**config.mk**
```make
export PLATFORM = sky130hd
export DESIGN_NAME = frame_ram_arbiter_flat
export DESIGN_NICKNAME = d
export VERILOG_FILES = /design/src/rtl/frame_ram_arbiter_if.sv /design/src/rtl/frame_ram_arbiter.sv /design/src/flat_wrapper.sv
export SDC_FILE = /design/constraint.sdc
export NUM_CORES = 1
export LEC_CHECK = 0
export ABC_CLOCK_PERIOD_IN_PS = 4930
export BUFFER_PORTS_ARGS = -buffer_cell sky130_fd_sc_hd__buf_4
export CAP_MARGIN = 20
export CORE_ASPECT_RATIO = 0.5
export CORE_UTILIZATION = 50
export CTS_BUF_LIST = sky130_fd_sc_hd__clkbuf_8
export CTS_CLUSTER_SIZE = 20
export DETAILED_ROUTE_END_ITERATION = 7
export PLACE_DENSITY = 0.86
export SYNTH_ARGS = -nofsm -noshare
export SYNTH_HDL_FRONTEND = slang
export SYNTH_SLANG_ARGS = --single-unit
```
**constraint.sdc**
```tcl
create_clock -name clk_in -period 4.93 [get_ports clk_in]
set_input_delay 0.7395 -clock clk_in [delete_from_list [all_inputs] [get_ports clk_in]]
set_output_delay 0.7395 -clock clk_in [all_outputs]
set_load 0.01 [all_outputs]
```
**src/rtl/frame_ram_arbiter_if.sv**
```systemverilog
// Client handshakes and frame_ram control pins of frame_ram_arbiter.
// slave: the arbiter's view; master: clients plus the RAM.
interface frame_ram_arbiter_if;
    logic        rd_req_in;
    logic [15:0] rd_addr_in;
    logic        rd_ack_out;
    logic        rd_valid_out;
    logic [23:0] rd_data_out;
    logic        wr_req_in;
    logic [15:0] wr_addr_in;
    logic [23:0] wr_data_in;
    logic        wr_ack_out;
    logic        ram_enable_out;
    logic        ram_write_enable_out;
    logic [15:0] ram_addr_out;
    logic [23:0] ram_data_out;
    logic [23:0] ram_data_in;
    logic        addr_err_out;

    modport slave (
        input  rd_req_in, rd_addr_in, wr_req_in, wr_addr_in, wr_data_in, ram_data_in,
        output rd_ack_out, rd_valid_out, rd_data_out, wr_ack_out, ram_enable_out,
               ram_write_enable_out, ram_addr_out, ram_data_out, addr_err_out
    );

    modport master (
        output rd_req_in, rd_addr_in, wr_req_in, wr_addr_in, wr_data_in, ram_data_in,
        input  rd_ack_out, rd_valid_out, rd_data_out, wr_ack_out, ram_enable_out,
               ram_write_enable_out, ram_addr_out, ram_data_out, addr_err_out
    );
endinterface

```
**src/rtl/frame_ram_arbiter.sv**
```systemverilog
// Read-priority arbiter sharing the single-port frame_ram between scan reads and frame writes.
// Define FRAME_RAM_ARB_FAIRNESS_EN to force a write after MAX_RD_RUN reads while one is pending.
module frame_ram_arbiter #(
    parameter int unsigned RD_LATENCY  = 1,
    parameter int unsigned FRAME_WORDS = 2048,
    parameter int unsigned MAX_RD_RUN  = 8
) (
    input  logic              clk_in,
    input  logic              reset_in,
    frame_ram_arbiter_if.slave bus
);
    localparam int unsigned PipeDepth = RD_LATENCY + 1;

    if (RD_LATENCY < 1 || RD_LATENCY > 2 || MAX_RD_RUN < 1) begin : g_bad_param
        $error("frame_ram_arbiter: RD_LATENCY must be 1..2 and MAX_RD_RUN at least 1");
    end

    logic                 rd_oor, wr_oor;
    logic                 rd_grant, wr_grant;
    logic                 wr_turn;
    logic                 ram_en_q, ram_we_q;
    logic [15:0]          ram_addr_q;
    logic [23:0]          ram_wdata_q;
    logic [PipeDepth-1:0] pipe_vld_q, pipe_oor_q;
    logic                 rd_valid_q;
    logic [23:0]          rd_data_q;
    logic                 addr_err_q;

    assign rd_oor = 32'(bus.rd_addr_in) >= FRAME_WORDS;
    assign wr_oor = 32'(bus.wr_addr_in) >= FRAME_WORDS;

`ifdef FRAME_RAM_ARB_FAIRNESS_EN
    localparam int unsigned CntW = $clog2(MAX_RD_RUN + 1);

    logic [CntW-1:0] run_cnt_q, run_cnt_d;

    assign wr_turn = 32'(run_cnt_q) == MAX_RD_RUN;

    // Counts reads granted while a write waits; any gap in the write request restarts it.
    always_comb begin
        run_cnt_d = run_cnt_q;
        if (!bus.wr_req_in || wr_grant) begin
            run_cnt_d = '0;
        end else if (rd_grant) begin
            run_cnt_d = run_cnt_q + CntW'(1);
        end
    end

    always_ff @(posedge clk_in or posedge reset_in) begin
        if (reset_in) begin
            run_cnt_q <= '0;
        end else begin
            run_cnt_q <= run_cnt_d;
        end
    end
`else
    assign wr_turn = 1'b0;
`endif

    assign rd_grant = !reset_in && bus.rd_req_in && !(bus.wr_req_in && wr_turn);
    assign wr_grant = !reset_in && bus.wr_req_in && !rd_grant;

    always_ff @(posedge clk_in or posedge reset_in) begin
        if (reset_in) begin
            ram_en_q    <= 1'b0;
            ram_we_q    <= 1'b0;
            ram_addr_q  <= '0;
            ram_wdata_q <= '0;
            pipe_vld_q  <= '0;
            pipe_oor_q  <= '0;
            rd_valid_q  <= 1'b0;
            rd_data_q   <= '0;
            addr_err_q  <= 1'b0;
        end else begin
            ram_en_q <= (rd_grant && !rd_oor) || (wr_grant && !wr_oor);
            ram_we_q <= wr_grant && !wr_oor;
            if (rd_grant && !rd_oor) begin
                ram_addr_q <= bus.rd_addr_in;
            end else if (wr_grant && !wr_oor) begin
                ram_addr_q  <= bus.wr_addr_in;
                ram_wdata_q <= bus.wr_data_in;
            end
            // Out-of-range reads ride the pipe so they return at normal latency with zero data.
            pipe_vld_q <= {pipe_vld_q[PipeDepth-2:0], rd_grant};
            pipe_oor_q <= {pipe_oor_q[PipeDepth-2:0], rd_grant && rd_oor};
            rd_valid_q <= pipe_vld_q[PipeDepth-1];
            if (pipe_vld_q[PipeDepth-1]) begin
                rd_data_q <= pipe_oor_q[PipeDepth-1] ? 24'd0 : bus.ram_data_in;
            end
            if ((rd_grant && rd_oor) || (wr_grant && wr_oor)) begin
                addr_err_q <= 1'b1;
            end
        end
    end

    assign bus.rd_ack_out           = rd_grant;
    assign bus.wr_ack_out           = wr_grant;
    assign bus.ram_enable_out       = ram_en_q;
    assign bus.ram_write_enable_out = ram_we_q;
    assign bus.ram_addr_out         = ram_addr_q;
    assign bus.ram_data_out         = ram_wdata_q;
    assign bus.rd_valid_out         = rd_valid_q;
    assign bus.rd_data_out          = rd_data_q;
    assign bus.addr_err_out         = addr_err_q;
endmodule
```
**src/flat_wrapper.sv**
```systemverilog
// flat-port wrapper written by rule: the top's interface ports become plain ports
module frame_ram_arbiter_flat 
#(
    parameter int unsigned RD_LATENCY  = 1,
    parameter int unsigned FRAME_WORDS = 2048,
    parameter int unsigned MAX_RD_RUN  = 8
)
  (clk_in, reset_in, bus_rd_req_in, bus_rd_addr_in, bus_wr_req_in, bus_wr_addr_in, bus_wr_data_in, bus_ram_data_in, bus_rd_ack_out, bus_rd_valid_out, bus_rd_data_out, bus_wr_ack_out, bus_ram_enable_out, bus_ram_write_enable_out, bus_ram_addr_out, bus_ram_data_out, bus_addr_err_out);
  frame_ram_arbiter_if bus_i ();
  input  logic clk_in;
  input  logic reset_in;
  input wire logic [$bits(bus_i.rd_req_in)-1:0] bus_rd_req_in;
  input wire logic [$bits(bus_i.rd_addr_in)-1:0] bus_rd_addr_in;
  input wire logic [$bits(bus_i.wr_req_in)-1:0] bus_wr_req_in;
  input wire logic [$bits(bus_i.wr_addr_in)-1:0] bus_wr_addr_in;
  input wire logic [$bits(bus_i.wr_data_in)-1:0] bus_wr_data_in;
  input wire logic [$bits(bus_i.ram_data_in)-1:0] bus_ram_data_in;
  output wire logic [$bits(bus_i.rd_ack_out)-1:0] bus_rd_ack_out;
  output wire logic [$bits(bus_i.rd_valid_out)-1:0] bus_rd_valid_out;
  output wire logic [$bits(bus_i.rd_data_out)-1:0] bus_rd_data_out;
  output wire logic [$bits(bus_i.wr_ack_out)-1:0] bus_wr_ack_out;
  output wire logic [$bits(bus_i.ram_enable_out)-1:0] bus_ram_enable_out;
  output wire logic [$bits(bus_i.ram_write_enable_out)-1:0] bus_ram_write_enable_out;
  output wire logic [$bits(bus_i.ram_addr_out)-1:0] bus_ram_addr_out;
  output wire logic [$bits(bus_i.ram_data_out)-1:0] bus_ram_data_out;
  output wire logic [$bits(bus_i.addr_err_out)-1:0] bus_addr_err_out;
  assign bus_i.rd_req_in = bus_rd_req_in;
  assign bus_i.rd_addr_in = bus_rd_addr_in;
  assign bus_i.wr_req_in = bus_wr_req_in;
  assign bus_i.wr_addr_in = bus_wr_addr_in;
  assign bus_i.wr_data_in = bus_wr_data_in;
  assign bus_i.ram_data_in = bus_ram_data_in;
  assign bus_rd_ack_out = bus_i.rd_ack_out;
  assign bus_rd_valid_out = bus_i.rd_valid_out;
  assign bus_rd_data_out = bus_i.rd_data_out;
  assign bus_wr_ack_out = bus_i.wr_ack_out;
  assign bus_ram_enable_out = bus_i.ram_enable_out;
  assign bus_ram_write_enable_out = bus_i.ram_write_enable_out;
  assign bus_ram_addr_out = bus_i.ram_addr_out;
  assign bus_ram_data_out = bus_i.ram_data_out;
  assign bus_addr_err_out = bus_i.addr_err_out;
  frame_ram_arbiter #(.RD_LATENCY(RD_LATENCY), .FRAME_WORDS(FRAME_WORDS), .MAX_RD_RUN(MAX_RD_RUN)) u_core (.clk_in(clk_in), .reset_in(reset_in), .bus(bus_i));
endmodule
```
# [Word level (Yosys, flattened, before mapping)]
# Cells that the tools add are included.
[classes] n_lt_le_gt_ge=2 n_mux=3 bitwise_logic=1 reduce_logical=15
[ops] operator="16-bit by 12-bit greater-or-equal comparator with 1-bit output (second input constant)" count=2
[ops] operator="16-bit two-way mux" count=2
[ops] operator="24-bit two-way mux" count=1
[ops] operator="1-bit logical AND" count=7
[ops] operator="1-bit logical NOT" count=4
[ops] operator="1-bit logical OR" count=2
[ops] operator="2-bit AND reduction" count=1
[ops] operator="2-bit nonzero test" count=1
[ops] operator="1-bit inverter" count=1
[word_totals] ff_bits=72 in_bits=84 out_inout_bits=70 word_cells=30

# [Logic depth before layout (Yosys ltp)]
[depth] word_depth=7 depth_mapped=5 ltp_nobuf=4

# [Least setup slack after synthesis]
# No wires, ideal clock.
[synth_path] path_kind="input port to flip-flop" startpoint="input port bus_wr_addr_in[13]" endpoint="register u_core.ram_wdata_q[0] (netlist: u_core.bus.ram_data_out[0])" setup_ns=0.125 t_arrival_ns=2.234 required_time_ns=4.805 slack_ns=2.571 cell_stages=4 n_path_buf=1 cell_sequence="or4_4 -> nor3b_4 -> buf_6 -> mux2_2"
[synth_via] elab_chain_cells=4
[synth_rtl] element="from (decl)" line="flat_wrapper.sv:15" rtl="input wire logic [$bits(bus_i.wr_addr_in)-1:0] bus_wr_addr_in;"
[synth_rtl] element="16-bit by 12-bit greater-or-equal comparator with 1-bit output" line="frame_ram_arbiter.sv:30" rtl="assign wr_oor = 32'(bus.wr_addr_in) >= FRAME_WORDS;"
[synth_rtl] element="1-bit logical NOT" line="frame_ram_arbiter.sv:79" rtl="end else if (wr_grant && !wr_oor) begin"
[synth_rtl] element="1-bit logical AND" line="frame_ram_arbiter.sv:79"
[synth_rtl] element="2-bit AND reduction (no source line)"
[synth_rtl] element="to (signal assigned)" line="frame_ram_arbiter.sv:81" rtl="ram_wdata_q <= bus.wr_data_in;"
[synth_rtl] element="to (decl)" line="frame_ram_arbiter.sv:23" rtl="logic [23:0] ram_wdata_q;"
# Every way passes these cells.
# A chain may end at the register's enable or synchronous reset.

# [Final worst setup path]
# Ends and elaborated chain as after synthesis.

==> results_dict.tcl <==
set metrics [dict create \
    fin_ws_ns 2.73 \
    vdd_drop_max_mv 0.194 \
    viasPerCell 4.94 \
    synth_common_cells "dfrtp_1, inv_1, o21ai_0" \
    cts_buffers 9 \
    grt-ovfl-total 0 \
    grt.total_usage_pct 24.9 \
    grt_max_degree 54 \
    cts.path.max_buffers 2 \
    drt_first_pass_iters 4 \
    syn_avg_cell_area_um2 12.8 \
    post-cts-setup-buffers 0 \
    yosysTopAreaCell "dfrtp_1" \
    final_cells 457 \
    drtAntennaViolNets 0 \
    ys_seq_area_share_pct 62.6 \
    holdPathStages 0 \
    fp.dieH_um 55.6 \
    via_count 2256 \
    wl_per_cell_um 15.5 \
    worstReg2RegStart "u_core.pipe_vld_q[1]$_DFF_PP0_" \
    end_kind "flop" \
    worst-r2r-setup-slack_ns 3.64 \
    fin_nets 463 \
    route.detailed.drc 0 \
    placed_cells 440 \
    worstHoldEndpoint "u_core.pipe_vld_q[1]$_DFF_PP0_" \
    fmax_mhz 454 \
    arrival_ns 2.42 \
    startpoint_type "input port" \
    die_area_mm2 0.00608 \
    path_max_fanout 37 \
    cts_tree "built" \
    synth_cell_types 24 \
    cts.repair.resized 0 \
    dpl.hpwl_um 5020 \
    slew_viol_final 0 \
    clkTransAtPathRegs_ns 0.07 \
    yosys.area.top_type_share_pct 62.6 \
    std_cell_rows 19 \
    antenna_found_initial 0 \
    cp.required_ns 5.15 \
    reg2reg_depth 3 \
    period_share_pct 44.6 \
    initial_core_util_pct 52.2 \
    first_global_vias 2353 \
    yosys_register_bits 72 \
    layout_min_cycle_time_ns 2.20 \
    hold_violations 0 \
    routed_wl_um 7090 \
    cts_sinks 72 \
    status "complete, no violations" \
    grt_setup_unrepaired "no" \
    max_cap_viol_count 0 \
    synth_ff_type "dfrtp_1" \
    clock-root-buffer "clkbuf_8" \
    slew_headroom_pct 56.5 \
    hold_path.class "reg -> reg" \
    rr_endpoint "u_core.bus.rd_data_out[11]$_DFFE_PP0P_" \
    pin_count 154 \
    drive_gt1_share_pct 52.6 \
    leakage_nw 2.33 \
    coreArea_mm2 0.00552 \
    drt-initial-drc-count 81 \
    finalSetupTns_ns 0 \
    syn_inst 224 \
    h-tree-depth 3 \
    skew_ns 0.00665 \
    dieWidth_um 109 \
    p_per_area_mw_per_mm2 353 \
    hold_start "u_core.pipe_vld_q[0]$_DFF_PP0_" \
    diodes 0 \
    yosysWarnings 0 \
    synth.most_common_cell "dfrtp_1" \
    syn_area_mm2 0.00288 \
    cts_hold_buf 0 \
    io_buffers 153 \
    synth_fp_nets 308 \
    worst_slew_pin_slew_ns 0.653 \
    syn2layout_area_growth_pct 50.1 \
    gp_congestion 0.801 \
    grt_first_pass_wirelength_um 11400 \
    synth_edf_count 0 \
    async_reset_ff_share_pct 100 \
    dp_slack_ns 2.38 \
    path_class "in -> reg" \
    setup_viol 0 \
    insertion_delay_ns 0.34 \
    synth_area_leaders "dfrtp_1, mux2_2, nand3b_1" \
]
[worst max-delay path, stage by stage]
cell,delay (ns)
buf_4,0.11
or4_4,0.56
nor3b_4,0.17
buf_4,0.43
mux2_2,0.39
[final cells by class]
type	instances	area [um2]
fill	348	1200
clock inverter	5	103
inverter	28	105
tap	73	91.3
timing repair buffer	156	1180
clock buffer	11	151
sequential	72	1800
multi-input combinational	112	888
[layer usage]
| layer | global-route usage (%) | wire (um) | up-vias |
|---|---|---|---|
| met5 | 0 | 0 | - |
| met4 | 8.57 | 123 | 0 |
| met3 | 5.97 | 303 | 13 |
| met2 | 44.9 | 3810 | 67 |
| met1 | 29.1 | 2860 | 1103 |
| li1 | - | - | 1073 |
[worst max path at each step]
stage,start,end
after floorplan,reset_in,u_core.bus.addr_err_out$_DFFE_PP0P_
after global placement,bus_wr_addr_in[13],u_core.bus.ram_data_out[18]$_DFFE_PP0P_
after detailed placement,bus_wr_addr_in[13],u_core.bus.ram_data_out[22]$_DFFE_PP0P_
after CTS,bus_wr_addr_in[13],u_core.bus.ram_data_out[17]$_DFFE_PP0P_
after global routing,bus_wr_addr_in[13],u_core.bus.ram_addr_out[1]$_DFFE_PP0P_
final,bus_wr_addr_in[13],u_core.bus.ram_data_out[0]$_DFFE_PP0P_
[metrics by stage]
step                hold WS, ns  util (%)  instance area (um2)  power (mW)
floorplan                 0.331         -                 2880       0.792
global placement          0.334      73.4                 4050       0.949
detailed placement        0.335      73.4                 4050       0.961
CTS                       0.350      78.0                 4300        1.54
global route              0.363      78.3                 4320        1.58
finish                    0.350      78.3                 4320        1.52
[cell usage in the layout (no fill, tap or decap), drive strengths merged, types with 2 or more instances in the layout]
master / n
buf: 156
dfrtp: 72
inv: 28
o21ai: 25
mux2: 24
nand3b: 24
clkbuf: 11
a22o: 10
a21o: 10
and2: 5
bufinv: 3
nor3: 2
nor2: 2
nor3b: 2
[where the power goes]
group	switching (mW)	total (mW)	internal, mW
registers	0.0379	0.689	0.651
clock network	0.210	0.573	0.363
logic	0.108	0.261	0.153
total	0.356	1.52	1.17
[flip-flops by register name, summed over array words and instances, names as in the netlist]
signal / flops
u_core.bus.addr_err_out: 1
u_core.bus.ram_addr_out: 16
u_core.bus.ram_data_out: 24
u_core.bus.ram_enable_out: 1
u_core.bus.ram_write_enable_out: 1
u_core.bus.rd_data_out: 24
u_core.bus.rd_valid_out: 1
u_core.pipe_oor_q: 2
u_core.pipe_vld_q: 2
[cell families after synthesis]
logic type / after synthesis / share of synthesized area, %
compound gates: 47 / 10.8
buf+inv: 40 / 6.52
flops: 72 / 62.6
mux: 24 / 9.39
simple gates: 41 / 10.7
(Power assumes the default switching activity.)
